[config.mk]
export PLATFORM = sky130hd
export DESIGN_NAME = multi_ds_dac
export DESIGN_NICKNAME = d
export VERILOG_FILES = /design/src/rtl/multi_ds_dac.sv
export SDC_FILE = /design/constraint.sdc
export NUM_CORES = 1
export LEC_CHECK = 0
export BUFFER_PORTS_ARGS = -buffer_cell sky130_fd_sc_hd__buf_2
export CORE_MARGIN = 2
export CORE_UTILIZATION = 63
export DETAILED_ROUTE_END_ITERATION = 8
export GPL_TIMING_DRIVEN = 0
export PLACE_DENSITY = 0.91
export REMOVE_ABC_BUFFERS = 1
export SLEW_MARGIN = 20
export SYNTH_ARGS = -nofsm -noshare
export SYNTH_HDL_FRONTEND = slang
export SYNTH_SLANG_ARGS = --single-unit
[constraint.sdc]
create_clock -name clk -period 4 [get_ports clk]
set_input_delay 0.2 -clock clk [delete_from_list [all_inputs] [get_ports clk]]
set_output_delay 0.2 -clock clk [all_outputs]
set_load 0.005 [all_outputs]
[src/rtl/multi_ds_dac.sv]
`default_nettype none
// ============================================================================
//  Module   : multi_ds_dac
//  Purpose  : Multi-channel 1-bit delta-sigma DAC. Each channel has a
//             single-entry sample buffer (pending -> active), loaded through a
//             valid/ready write port and transferred once per frame of DIV
//             clocks. A first or second order modulator turns the active
//             sample into a pulse-density bit stream.
//  Ports    : clk          - sole clock, rising edge
//             rst_n        - asynchronous active-low reset
//             s_valid      - sample write request
//             s_ready      - sample write accept (combinational)
//             s_chan       - target channel of the write
//             s_data       - unsigned sample value
//             enable       - modulator run enable
//             clr_underrun - clears all underrun flags
//             bit_out      - per-channel 1-bit modulator outputs
//             underrun     - sticky per-channel underrun flags
//  Revision : 1.0 - initial release
// ============================================================================
module multi_ds_dac #(
  parameter  int WIDTH    = 16,
  parameter  int CHANNELS = 2,
  parameter  int ORDER    = 1,
  parameter  int DIV      = 256,
  localparam int CW       = (CHANNELS > 1) ? $clog2(CHANNELS) : 1
) (
  input  logic                clk,
  input  logic                rst_n,
  input  logic                s_valid,
  output logic                s_ready,
  input  logic [CW-1:0]       s_chan,
  input  logic [WIDTH-1:0]    s_data,
  input  logic                enable,
  input  logic                clr_underrun,
  output logic [CHANNELS-1:0] bit_out,
  output logic [CHANNELS-1:0] underrun
);

  localparam int                 c_cnt_w = $clog2(DIV);
  localparam logic [c_cnt_w-1:0] c_last  = c_cnt_w'(DIV - 1);
  localparam logic [WIDTH-1:0]   c_full  = '1;

  logic [c_cnt_w-1:0]  r_cnt;
  logic                w_strobe;
  logic                w_wr;
  logic [CHANNELS-1:0] w_sel;
  logic [CHANNELS-1:0] w_pend_valid;

  // Frame counter: 0..DIV-1, strobe on the last count of each frame.
  assign w_strobe = (r_cnt == c_last);

  always_ff @(posedge clk or negedge rst_n) begin
    if (!rst_n) begin
      r_cnt <= '0;
    end else if (w_strobe) begin
      r_cnt <= '0;
    end else begin
      r_cnt <= r_cnt + 1'b1;
    end
  end

  // An out-of-range channel selects nothing, so it is always ready and the
  // accepted write lands nowhere.
  assign s_ready = ~|(w_sel & w_pend_valid);
  assign w_wr    = s_valid & s_ready;

  generate
    for (genvar i = 0; i < CHANNELS; i++) begin : g_chan
      logic [WIDTH-1:0] r_pend;
      logic [WIDTH-1:0] r_active;
      logic             r_pv;
      logic             r_ur;
      logic             w_bit;

      assign w_sel[i]        = (32'(s_chan) == 32'(i));
      assign w_pend_valid[i] = r_pv;
      assign underrun[i]     = r_ur;
      assign bit_out[i]      = w_bit;

      // A write can only be accepted while pending is empty, so a write and
      // a pending->active transfer never compete for the same register.
      always_ff @(posedge clk or negedge rst_n) begin
        if (!rst_n) begin
          r_pend   <= '0;
          r_pv     <= 1'b0;
          r_active <= '0;
          r_ur     <= 1'b0;
        end else begin
          if (w_wr && w_sel[i]) begin
            r_pend <= s_data;
          end

          if (w_wr && w_sel[i]) begin
            r_pv <= 1'b1;
          end else if (w_strobe) begin
            r_pv <= 1'b0;
          end

          if (w_strobe && r_pv) begin
            r_active <= r_pend;
          end

          // Underrun set takes priority over a coincident clear.
          if (w_strobe && !r_pv) begin
            r_ur <= 1'b1;
          end else if (clr_underrun) begin
            r_ur <= 1'b0;
          end
        end
      end

      if (ORDER == 2) begin : g_ord2
        // Sums are formed two bits wider than storage so the second
        // integrator (which adds the unsaturated first result) cannot wrap
        // before saturation.
        localparam logic signed [WIDTH+5:0] c_lim  = {4'b0000, {(WIDTH+2){1'b1}}};
        localparam logic signed [WIDTH+5:0] c_nlim = -c_lim;

        logic signed [WIDTH+3:0] r_acc1;
        logic signed [WIDTH+3:0] r_acc2;
        logic                    r_bit;
        logic signed [WIDTH+5:0] w_act;
        logic signed [WIDTH+5:0] w_fb;
        logic signed [WIDTH+5:0] w_a1n;
        logic signed [WIDTH+5:0] w_a2n;

        function automatic logic signed [WIDTH+3:0] sat(input logic signed [WIDTH+5:0] v);
          logic signed [WIDTH+5:0] t;
          if (v > c_lim) begin
            t = c_lim;
          end else if (v < c_nlim) begin
            t = c_nlim;
          end else begin
            t = v;
          end
          return t[WIDTH+3:0];
        endfunction

        assign w_act = $signed({6'b000000, r_active});
        assign w_fb  = r_bit ? $signed({6'b000000, c_full}) : '0;
        assign w_a1n = r_acc1 + w_act - w_fb;
        assign w_a2n = r_acc2 + w_a1n - w_fb;
        assign w_bit = r_bit;

        always_ff @(posedge clk or negedge rst_n) begin
          if (!rst_n) begin
            r_acc1 <= '0;
            r_acc2 <= '0;
            r_bit  <= 1'b0;
          end else if (!enable) begin
            r_acc1 <= '0;
            r_acc2 <= '0;
            r_bit  <= 1'b0;
          end else begin
            r_acc1 <= sat(w_a1n);
            r_acc2 <= sat(w_a2n);
            r_bit  <= (w_a2n > 0);
          end
        end
      end else begin : g_ord1
        logic signed [WIDTH+1:0] r_acc1;
        logic                    r_bit;
        logic signed [WIDTH+1:0] w_act;
        logic signed [WIDTH+1:0] w_fb;
        logic signed [WIDTH+1:0] w_a1n;

        assign w_act = $signed({2'b00, r_active});
        assign w_fb  = r_bit ? $signed({2'b00, c_full}) : '0;
        assign w_a1n = r_acc1 + w_act - w_fb;
        assign w_bit = r_bit;

        always_ff @(posedge clk or negedge rst_n) begin
          if (!rst_n) begin
            r_acc1 <= '0;
            r_bit  <= 1'b0;
          end else if (!enable) begin
            r_acc1 <= '0;
            r_bit  <= 1'b0;
          end else begin
            r_acc1 <= w_a1n;
            r_bit  <= (w_a1n > 0);
          end
        end
      end
    end
  endgenerate

endmodule
`default_nettype wire

==> results of run 1 <==
-- cells by family after synthesis --
kind of cell	count (synthesis)	share of synthesized area [%]
AO/OA/AOI/OAI	135	13.1
buffers and inverters	164	9.01
flip-flops	114	40.1
AND/OR/NAND/NOR	178	12.5
XOR/XNOR	27	3.43
multiplexers	40	6.27
adder cells (fa/ha/maj)	69	15.5
-- layer usage --
metal	share of wire, %	GRT usage, %	wire length (µm)
met5	0.16	0	25
met4	3.3	13.2	515
met3	5.4	6.76	845
met2	51	48.0	7960
met1	41	32.5	6400
-- sequential cells by signal, indices dropped and copies added (netlist names) --
name	count
g_chan.r_active	32
g_chan.g_ord1.r_bit	2
r_cnt	8
g_chan.g_ord1.r_acc1	36
g_chan.r_pend	32
g_chan.r_pv	2
g_chan.r_ur	2
-- path summary, 6_finish.rpt --
| path | from | endpoint | cells past startpoint |
|---|---|---|---|
| max in group asynchronous | rst_n | g_chan[0].g_ord1.r_bit | 3 |
| min reg2reg | g_chan[1].r_pend[10] | g_chan[1].r_active[10] | 2 |
| min | s_data[13] | g_chan[1].r_pend[13] | 2 |
| min in group asynchronous | rst_n | r_cnt[4] | 2 |
| max | g_chan[0].g_ord1.r_bit | g_chan[0].g_ord1.r_bit | 9 |
| max reg2reg | g_chan[0].g_ord1.r_bit | g_chan[0].g_ord1.r_bit | 9 |
-- cells in the mapped netlist, types with 5 or more instances --
| cell type | n | area, µm² |
|---|---|---|
| xnor2_1 | 16 | 140 |
| and2_1 | 25 | 156 |
| o21ai_0 | 26 | 130 |
| clkbuf_1 | 12 | 45.0 |
| a211oi_1 | 5 | 37.5 |
| a21oi_1 | 15 | 75.1 |
| nand3_1 | 14 | 70.1 |
| o22ai_1 | 5 | 31.3 |
| fa_1 | 32 | 641 |
| nand2_1 | 54 | 203 |
| o21a_1 | 11 | 82.6 |
| o2111ai_1 | 6 | 52.6 |
| and3_1 | 9 | 56.3 |
| o21ai_1 | 14 | 70.1 |
| o211ai_1 | 7 | 52.6 |
| ha_1 | 37 | 463 |
| inv_1 | 144 | 541 |
| nor3_1 | 24 | 120 |
| a21o_1 | 13 | 97.6 |
| mux2_2 | 36 | 405 |
| xor2_1 | 10 | 87.6 |
| dfrtp_1 | 114 | 2850 |
| nor2_1 | 30 | 113 |
-- cell usage in the layout (no fill, tap or decap), types with 14 or more instances in the layout --
cell type,count
nand2_1,54
nor3_1,24
o21ai_1,14
ha_1,37
mux2_2,36
nor2_1,30
fa_1,32
dfrtp_1,112
o21ai_0,26
and2_1,24
xnor2_1,16
clkbuf_16,17
nand3_1,14
buf_2,25
a21oi_1,15
inv_1,144
-- area by class of cell --
type | count | area [µm²]
fill | 692 | 2950
sequential | 114 | 2860
tap | 140 | 175
inverter | 144 | 541
clock inverter | 13 | 161
clock buffer | 19 | 433
multi-input combinational | 449 | 3630
timing repair buffer | 30 | 191
-- through the flow --
step	cells	hold slack, ns	util (%)	worst slack [ns]	TNS, ns
6_report	909	0.0280	73.0	0.189	0
5_1_grt	909	0.0171	73.0	0.108	0
3_3_place_gp	873	0.412	66.9	0.0288	0
4_1_cts	909	0.0146	72.9	0.156	0
3_5_place_dp	875	0.0985	67.3	-0.0479	-0.0479
2_1_floorplan	707	-0.0956	-	0.656	0
-- timing repair --
action                     4_1_cts  5_1_grt
gates resized for setup          1        2
setup endpoints to repair        1        2
hold endpoints to repair        31        0
hold buffers                     2        0
setup buffers                    0        0
==> out/qor.yml, run 1 <==
status:
  status: "finished, final reports clean"
global_routing:
  grt_pass1_wl_um: 25400
  gr-total-overflow: 0
  grt_usage_pct: 27.8
  grt_start_max_net_pins: 85
  grt_pass1_vias: 5516
  antenna_found_initial: 2
detailed_routing:
  ant_nets: 0
  firstDrtPassIters: 7
  wirelength_um: 15700
  wl_per_cell_um: 17.3
  via_per_inst: 5.97
  dr_total_vias: 5428
  drtIter0Drc: 523
  drc: 0
synthesis:
  synthCells: 727
  async_reset_ff_share_pct: 100
  syn_avg_cell_area_um2: 9.78
  ys_warn_count: 0
  synth_edf_count: 0
  synth.distinct_cells: 59
  synth_flop_cell: "dfrtp_1"
  synth_seq_cells: 114
  yosysSeqAreaShare_pct: 40.1
  netlist_area_mm2: 0.00711
place:
  dpl_cell_area_mm2: 0.00736
  portBuffers: 26
  hpwl_um: 10800
  place_congestion: 0.931
cts:
  cts_buffer_depth: 2
  htree_levels: 4
  cts_tree: "done"
  cts_num_sinks: 114
  cts_buffers: 17
  cts_root_buffer: "clkbuf_16"
  path_clk_slew_ns: 0.06
  clkLatencyLatePin_ns: 0.42
sta:
  relSlewSlack_pct: 28.8
  rsz0062_at_grt: "false"
  hold_viol: 0
  layout_min_cycle_time_ns: 3.81
  timing.fmax_mhz: 262
  finalClockSkew_ns: 0.00650
  worst_pin_slew_ns: 1.07
  fin_crit_sh_pct: 95.3
  slew_violations: 0
  setup_viol: 0
critical_path:
  cp_slowest_cell: "dfrtp_2"
  arrival_ns: 4.08
  worst_setup_path_end_kind: "register"
  required_ns: 4.27
  cp_max_fo: 17
  max_stage_delay_ns: 0.60
  crit_family: "compound AO/OA/AOI/OAI gates"
  cp-start-kind: "register"
  critPathKind: "register to register"
  critPathBufInv: 1
  path_cells: "fa_1, inv_1, fa_1, a21oi_1, o2111ai_1, a311oi_2, mux2i_1, a2111oi_2, a311oi_1"
  reg2reg_slack_ns: 0.19
  cpMostUsedCell: "fa_1"
final_layout:
  antennaDiodeCount: 0
  fin_area_mm2: 0.00798
  layout.nets: 847
  drive_gt1_share_pct: 14.2
  syn_to_final_growth_pct: 12.3
floorplan:
  die_y_um: 110
  die_w_um: 110
  die_area_mm2: 0.0121
  core_mm2: 0.0109
  io-pin-count: 27
  rows: 38
  initial_core_util_pct: 65.0
run:
  drv_cap: 0
hold_path:
  hold_path_class: "input port to register"
Power of run 1 is not shown: default switching activity piles up to over one toggle a cycle in this logic, so the estimate is an artifact.
==> run 2, diff against run 1 <==
BUFFER_PORTS_ARGS = not set   (was -buffer_cell sky130_fd_sc_hd__buf_2)
CELL_PAD_IN_SITES_DETAIL_PLACEMENT = 0   (was not set)
CELL_PAD_IN_SITES_GLOBAL_PLACEMENT = 1   (was not set)
CORE_UTILIZATION = 51   (was 63)
DONT_BUFFER_PORTS = 1   (was not set)
==> out/qor.yml, run 2 (synthesized netlist as in run 1, its figures left out) <==
status:
  status: "finished, final reports clean"
cts:
  cts_num_sinks: 114
  path_clk_slew_ns: 0.05
  clkLatencyLatePin_ns: 0.41
  cts_tree: "done"
  cts_buffer_depth: 2
  cts_root_buffer: "clkbuf_16"
  cts_buffers: 17
  htree_levels: 4
global_routing:
  grt_pass1_wl_um: 25100
  antenna_found_initial: 1
  grt_usage_pct: 21.5
  grt_start_max_net_pins: 115
  grt_pass1_vias: 5365
  gr-total-overflow: 0
detailed_routing:
  ant_nets: 0
  dr_total_vias: 5163
  wirelength_um: 14600
  drtIter0Drc: 350
  firstDrtPassIters: 5
  drc: 0
  wl_per_cell_um: 15.5
  via_per_inst: 5.49
final_layout:
  layout.nets: 838
  mostFrequentLayoutCell: "inv_1"
  final_cell_mix: "inv_1 (144), dfrtp_1 (113), nand2_1 (54), ha_1 (37), mux2_2 (36)"
  final.fill_count: 1122
  reg_top3: "g_chan.g_ord1.r_acc1: 36 flops, g_chan.r_active: 32 flops, g_chan.r_pend: 32 flops"
  top_register: "g_chan.g_ord1.r_acc1"
  largest_reg_flops: 36
  syn_to_final_growth_pct: 14.2
  drive_gt1_share_pct: 10.5
  fin_util_pct: 59.2
floorplan:
  core_mm2: 0.0137
  die_y_um: 122
  io-pin-count: 27
  die_area_mm2: 0.0149
  initial_core_util_pct: 51.8
  rows: 43
  die_w_um: 122
critical_path:
  cp-start-kind: "register"
  path_cells: "fa_1, inv_1, ha_1, and3_4, a221oi_2, xnor2_1, or4_1, nor4_2, nor4b_2, a311oi_1"
  cp_max_fo: 17
  critPathKind: "register to register"
  required_ns: 4.27
  max_stage_delay_ns: 0.94
  worst_setup_path_end_kind: "register"
  arrival_ns: 4.04
  cp_slowest_cell: "dfrtp_1"
place:
  place_congestion: 0.896
  portBuffers: 0
  place_ws_ns: -0.0349
  hpwl_um: 10000
sta:
  setup_ws_ns: 0.224
  slew_violations: 0
  rsz0062_at_grt: "false"
  tns_ns: 0
  finalClockSkew_ns: 0.00650
  fin_crit_sh_pct: 94.4
  layout_min_cycle_time_ns: 3.78
  hold_viol: 0
  relSlewSlack_pct: 31.7
  setup_viol: 0
  worst_pin_slew_ns: 1.02
  timing.fmax_mhz: 265
hold_path:
  hold_path_class: "input port to register"
run:
  drv_cap: 0
run 2: cell count changes in the layout (fill, tap and decap cells not counted), sizes merged:
| cell | previous run | this run |
|---|---|---|
| inv | 145 | 144 |
| buf | 28 | 2 |
| clkbuf | 19 | 22 |
| clkinv | 5 | 3 |
| clkinvlp | 4 | 2 |
| bufinv | 3 | 5 |
| dlygate4sd3 | 2 | 19 |
| diode | 0 | 1 |
run 2: final cells by class:
cell class | count | area [µm²] | area share, %
Multi-Input combinational cell | 449 | 3620 | 44.7
Sequential cell | 114 | 2850 | 35.2
Inverter | 144 | 541 | 6.66
Clock buffer | 22 | 464 | 5.72
Timing Repair Buffer | 21 | 225 | 2.77
Tap cell | 180 | 225 | 2.77
Clock inverter | 10 | 180 | 2.22
Antenna cell | 1 | 2.50 | 0.0308
run 2: timing repair:
action / in CTS / in global routing
buffers inserted: 0 / 0
gates resized for setup: 1 / 1
hold buffers: 20 / 0
endpoints found under the setup margin: 1 / 1
endpoints found under the hold margin: 173 / 0
run 2: metal layers:
layer	track usage (%)	vias up	share of wire, %
li1	-	2468	-
met1	28.3	2576	45
met2	35.6	102	49
met3	4.17	17	4.2
met4	7.47	0	1.2
met5	0	-	0
run 2: critical path, delay by kind of cell (launching register included):
| family | cells | cell delay [ns] |
|---|---|---|
| buf+inv | 1 | 0.07 |
| xor+xnor | 1 | 0.11 |
| flops | 1 | 0.94 |
| fa+ha+maj | 2 | 0.88 |
| simple gates | 4 | 1.21 |
| compound gates | 2 | 0.41 |
run 2: worst paths after layout:
| path | depth (start not counted) | startpoint | endpoint | slack [ns] |
|---|---|---|---|---|
| worst max-delay path | 10 | g_chan[1].g_ord1.r_bit | g_chan[1].g_ord1.r_bit | 0.22 |
| worst min-delay path | 2 | s_chan | g_chan[0].r_pv | 0.07 |
| worst max register to register | 10 | g_chan[1].g_ord1.r_bit | g_chan[1].g_ord1.r_bit | 0.22 |
| worst min register to register | 2 | g_chan[1].r_pend[13] | g_chan[1].r_active[13] | 0.48 |
| max in group asynchronous | 2 | rst_n | g_chan[0].g_ord1.r_bit | 3.13 |
| min in group asynchronous | 2 | rst_n | r_cnt[7] | 0.40 |
run 2: through the flow:
stage | std cells | hold slack (ns) | instance area (µm²)
6_report | 941 | 0.0734 | 8120
5_1_grt | 941 | 0.0674 | 8120
4_1_cts | 940 | 0.0597 | 8110
3_5_place_dp | 888 | -0.0927 | 7250
3_3_place_gp | 887 | -0.0933 | 7230
2_1_floorplan | 707 | -0.0956 | 7010
Power of run 2 is left out for the same reason.
==> run 3, diff against run 2 <==
ABC_AREA = 1   (was not set)
CORE_UTILIZATION = 49   (was 51)
==> out/qor.yml, run 3 <==
place:
  portBuffers: 0
  hpwl_um: 11000
  place_congestion: 0.869
final_layout:
  final_cell_mix: "nand2_1 (247), inv_1 (236), dfrtp_1 (114), nor2_1 (75)"
  final.fill_count: 1380
  drive_gt1_share_pct: 9.33
  antennaDiodeCount: 0
  mostFrequentLayoutCell: "nand2_1"
  largest_reg_flops: 36
  top_register: "g_chan.g_ord1.r_acc1"
  syn_to_final_growth_pct: 11.5
  reg_top3: "g_chan.g_ord1.r_acc1: 36 flops, g_chan.r_active: 32 flops, g_chan.r_pend: 32 flops"
  layout.nets: 1086
hold_path:
  hold_path_class: "input port to register"
sta:
  tns_ns: 0
  rsz0062_at_grt: "false"
  timing.fmax_mhz: 295
  setup_viol: 0
  hold_viol: 0
  fin_crit_sh_pct: 84.7
  slew_violations: 0
  relSlewSlack_pct: 29.3
  worst_pin_slew_ns: 1.06
  layout_min_cycle_time_ns: 3.39
  finalClockSkew_ns: 0.00784
cts:
  cts_tree: "done"
  cts_buffers: 17
  cts_buffer_depth: 2
  cts_root_buffer: "clkbuf_16"
  cts_resized: 0
  clkLatencyLatePin_ns: 0.42
  htree_levels: 4
  path_clk_slew_ns: 0.06
  cts_num_sinks: 114
critical_path:
  cp-start-kind: "register"
  critPathBufInv: 1
  crit_family: "simple AND/OR/NAND/NOR gates"
  required_ns: 4.31
  worst_setup_path_end_kind: "register"
  cpMostUsedCell: "nor2_1"
  arrival_ns: 3.69
  critPathKind: "register to register"
  cp_max_fo: 17
  max_stage_delay_ns: 0.98
  cp_slowest_cell: "dfrtp_1"
  reg2reg_slack_ns: 0.61
  path_cells: "ha_1, inv_1, ha_1, fa_1, or2_2, nor2_1, nand3_1, nor2_1, nand2_1, nor2_1, nand3_1, nor2_1, nor2_1"
run:
  drv_cap: 0
synthesis:
  yosysSeqAreaShare_pct: 37.7
  synth_simple_gate_area_share_pct: 24.1
  synth.area.top_cells: "dfrtp_1 (38%), nand2_1 (12%), inv_1 (12%), fa_1 (8.5%), ha_1 (6.1%)"
  synth_seq_cells: 114
  synthCells: 978
  synth_compound_area_share_pct: 8.46
  syn_avg_cell_area_um2: 7.75
  synth_flop_cell: "dfrtp_1"
  synth.distinct_cells: 32
  synth_edf_count: 0
  async_reset_ff_share_pct: 100
  synth_mux_area_share_pct: 0.396
  synth.most_common_cell: "nand2_1"
  synth_top_family_by_area: "simple AND/OR/NAND/NOR gates"
  netlist_area_mm2: 0.00758
  ys_warn_count: 0
  yosys.area_share.adder_pct: 14.6
  synth_xor_area_share_pct: 1.39
  synthTopCellsByCount: "nand2_1 (247), inv_1 (237), dfrtp_1 (114)"
  yosysTopAreaCell: "dfrtp_1"
  yosys.area.top_type_share_pct: 37.7
power:
  clockPowerShare_pct: 20.1
  p_int_uw: 3880
  power_density_mw_per_mm2: 885
  p_sw_share_pct: 48.2
  leakage_uw: 0.00471
  p_total_uw: 7480
  ir_drop_mv: 0.427
  seq_power_share_pct: 19.3
  switching_power_uw: 3600
  comb_power_share_pct: 60.6
global_routing:
  antenna_found_initial: 0
  grt_pass1_wl_um: 27100
  grt_start_max_net_pins: 115
  grt_pass1_vias: 5933
  grt_usage_pct: 20.8
  gr-total-overflow: 0
detailed_routing:
  firstDrtPassIters: 5
  via_per_inst: 4.83
  ant_nets: 0
  wl_per_cell_um: 12.8
  drtIter0Drc: 258
  wirelength_um: 15300
  dr_total_vias: 5773
  drc: 0
floorplan:
  die_w_um: 128
  die_area_mm2: 0.0165
  rows: 45
  io-pin-count: 27
  die_y_um: 128
  initial_core_util_pct: 50.0
  core_mm2: 0.0151
status:
  status: "finished, final reports clean"
run 3: cells by family (layout without fill, tap and decap cells):
group | count (synthesis) | after routing
flops | 114 | 114
fa+ha+maj | 69 | 69
mux | 2 | 2
compound gates | 104 | 104
buf+inv | 256 | 286
xor+xnor | 12 | 12
simple gates | 421 | 421
run 3: path summary, 6_finish.rpt:
kind                                   startpoint                         end  cells after the start
max                        g_chan[0].g_ord1.r_bit      g_chan[0].g_ord1.r_bit                     13
min                                     s_data[9]         g_chan[0].r_pend[9]                      2
max reg2reg                g_chan[0].g_ord1.r_bit      g_chan[0].g_ord1.r_bit                     13
min reg2reg                              r_cnt[0]                    r_cnt[0]                      1
max in group asynchronous                   rst_n        g_chan[1].r_pend[15]                      2
min in group asynchronous                   rst_n  g_chan[1].g_ord1.r_acc1[0]                      2
run 3: routing by layer:
| layer | GRT usage [%] | up-vias | part of all wire [%] |
|---|---|---|---|
| li1 | - | 2973 | - |
| met1 | 26.5 | 2712 | 48 |
| met2 | 35.0 | 62 | 48 |
| met3 | 3.83 | 26 | 1.9 |
| met4 | 8.60 | 0 | 2.2 |
| met5 | 0 | - | 0 |
run 3: layout make-up:
type                       instances  area [µm²]  share of cell area (%)
tap                              188         235                    2.78
inverter                         237         890                    10.5
timing repair buffer              17         188                    2.22
sequential                       114        2850                    33.8
clock inverter                    14         154                    1.82
clock buffer                      18         429                    5.08
multi-input combinational        608        3700                    43.8
run 3: stage by stage:
step	setup slack [ns]	std cells	hold WS (ns)	utilization [%]	area (µm²)
6_report	0.611	1196	0.0112	55.8	8450
5_1_grt	0.408	1196	0.0135	55.8	8450
4_1_cts	0.580	1196	0.00436	55.8	8450
3_5_place_dp	0.603	1147	-0.0920	50.7	7680
3_3_place_gp	0.667	1147	-0.0912	50.7	7680
2_1_floorplan	1.24	959	-0.0956	-	7440
run 3: power by group through the flow:
stage / logic (µW) / clock network [µW] / registers [µW]
finish: 4530 / 1500 / 1450
global route: 5340 / 1580 / 1470
CTS: 4550 / 1520 / 1450
detailed placement: 4470 / 0 / 1470
global placement: 4410 / 0 / 1460
floorplan: 3580 / 0 / 1430
run 3: repair_timing:
action	4_1_cts	5_1_grt
hold endpoints to repair	145	0
setup buffers	0	0
hold buffers	17	0
run 3: worst register-to-register path: cells and delay by family, from the launching register on:
| kind | cells | cell delay, ns |
|---|---|---|
| and+or+nand+nor | 9 | 1.20 |
| buffers and inverters | 1 | 0.06 |
| DFF | 1 | 0.98 |
| adders and majority gates | 3 | 1.05 |
No activity file was read; power rests on OpenSTA's default activity.
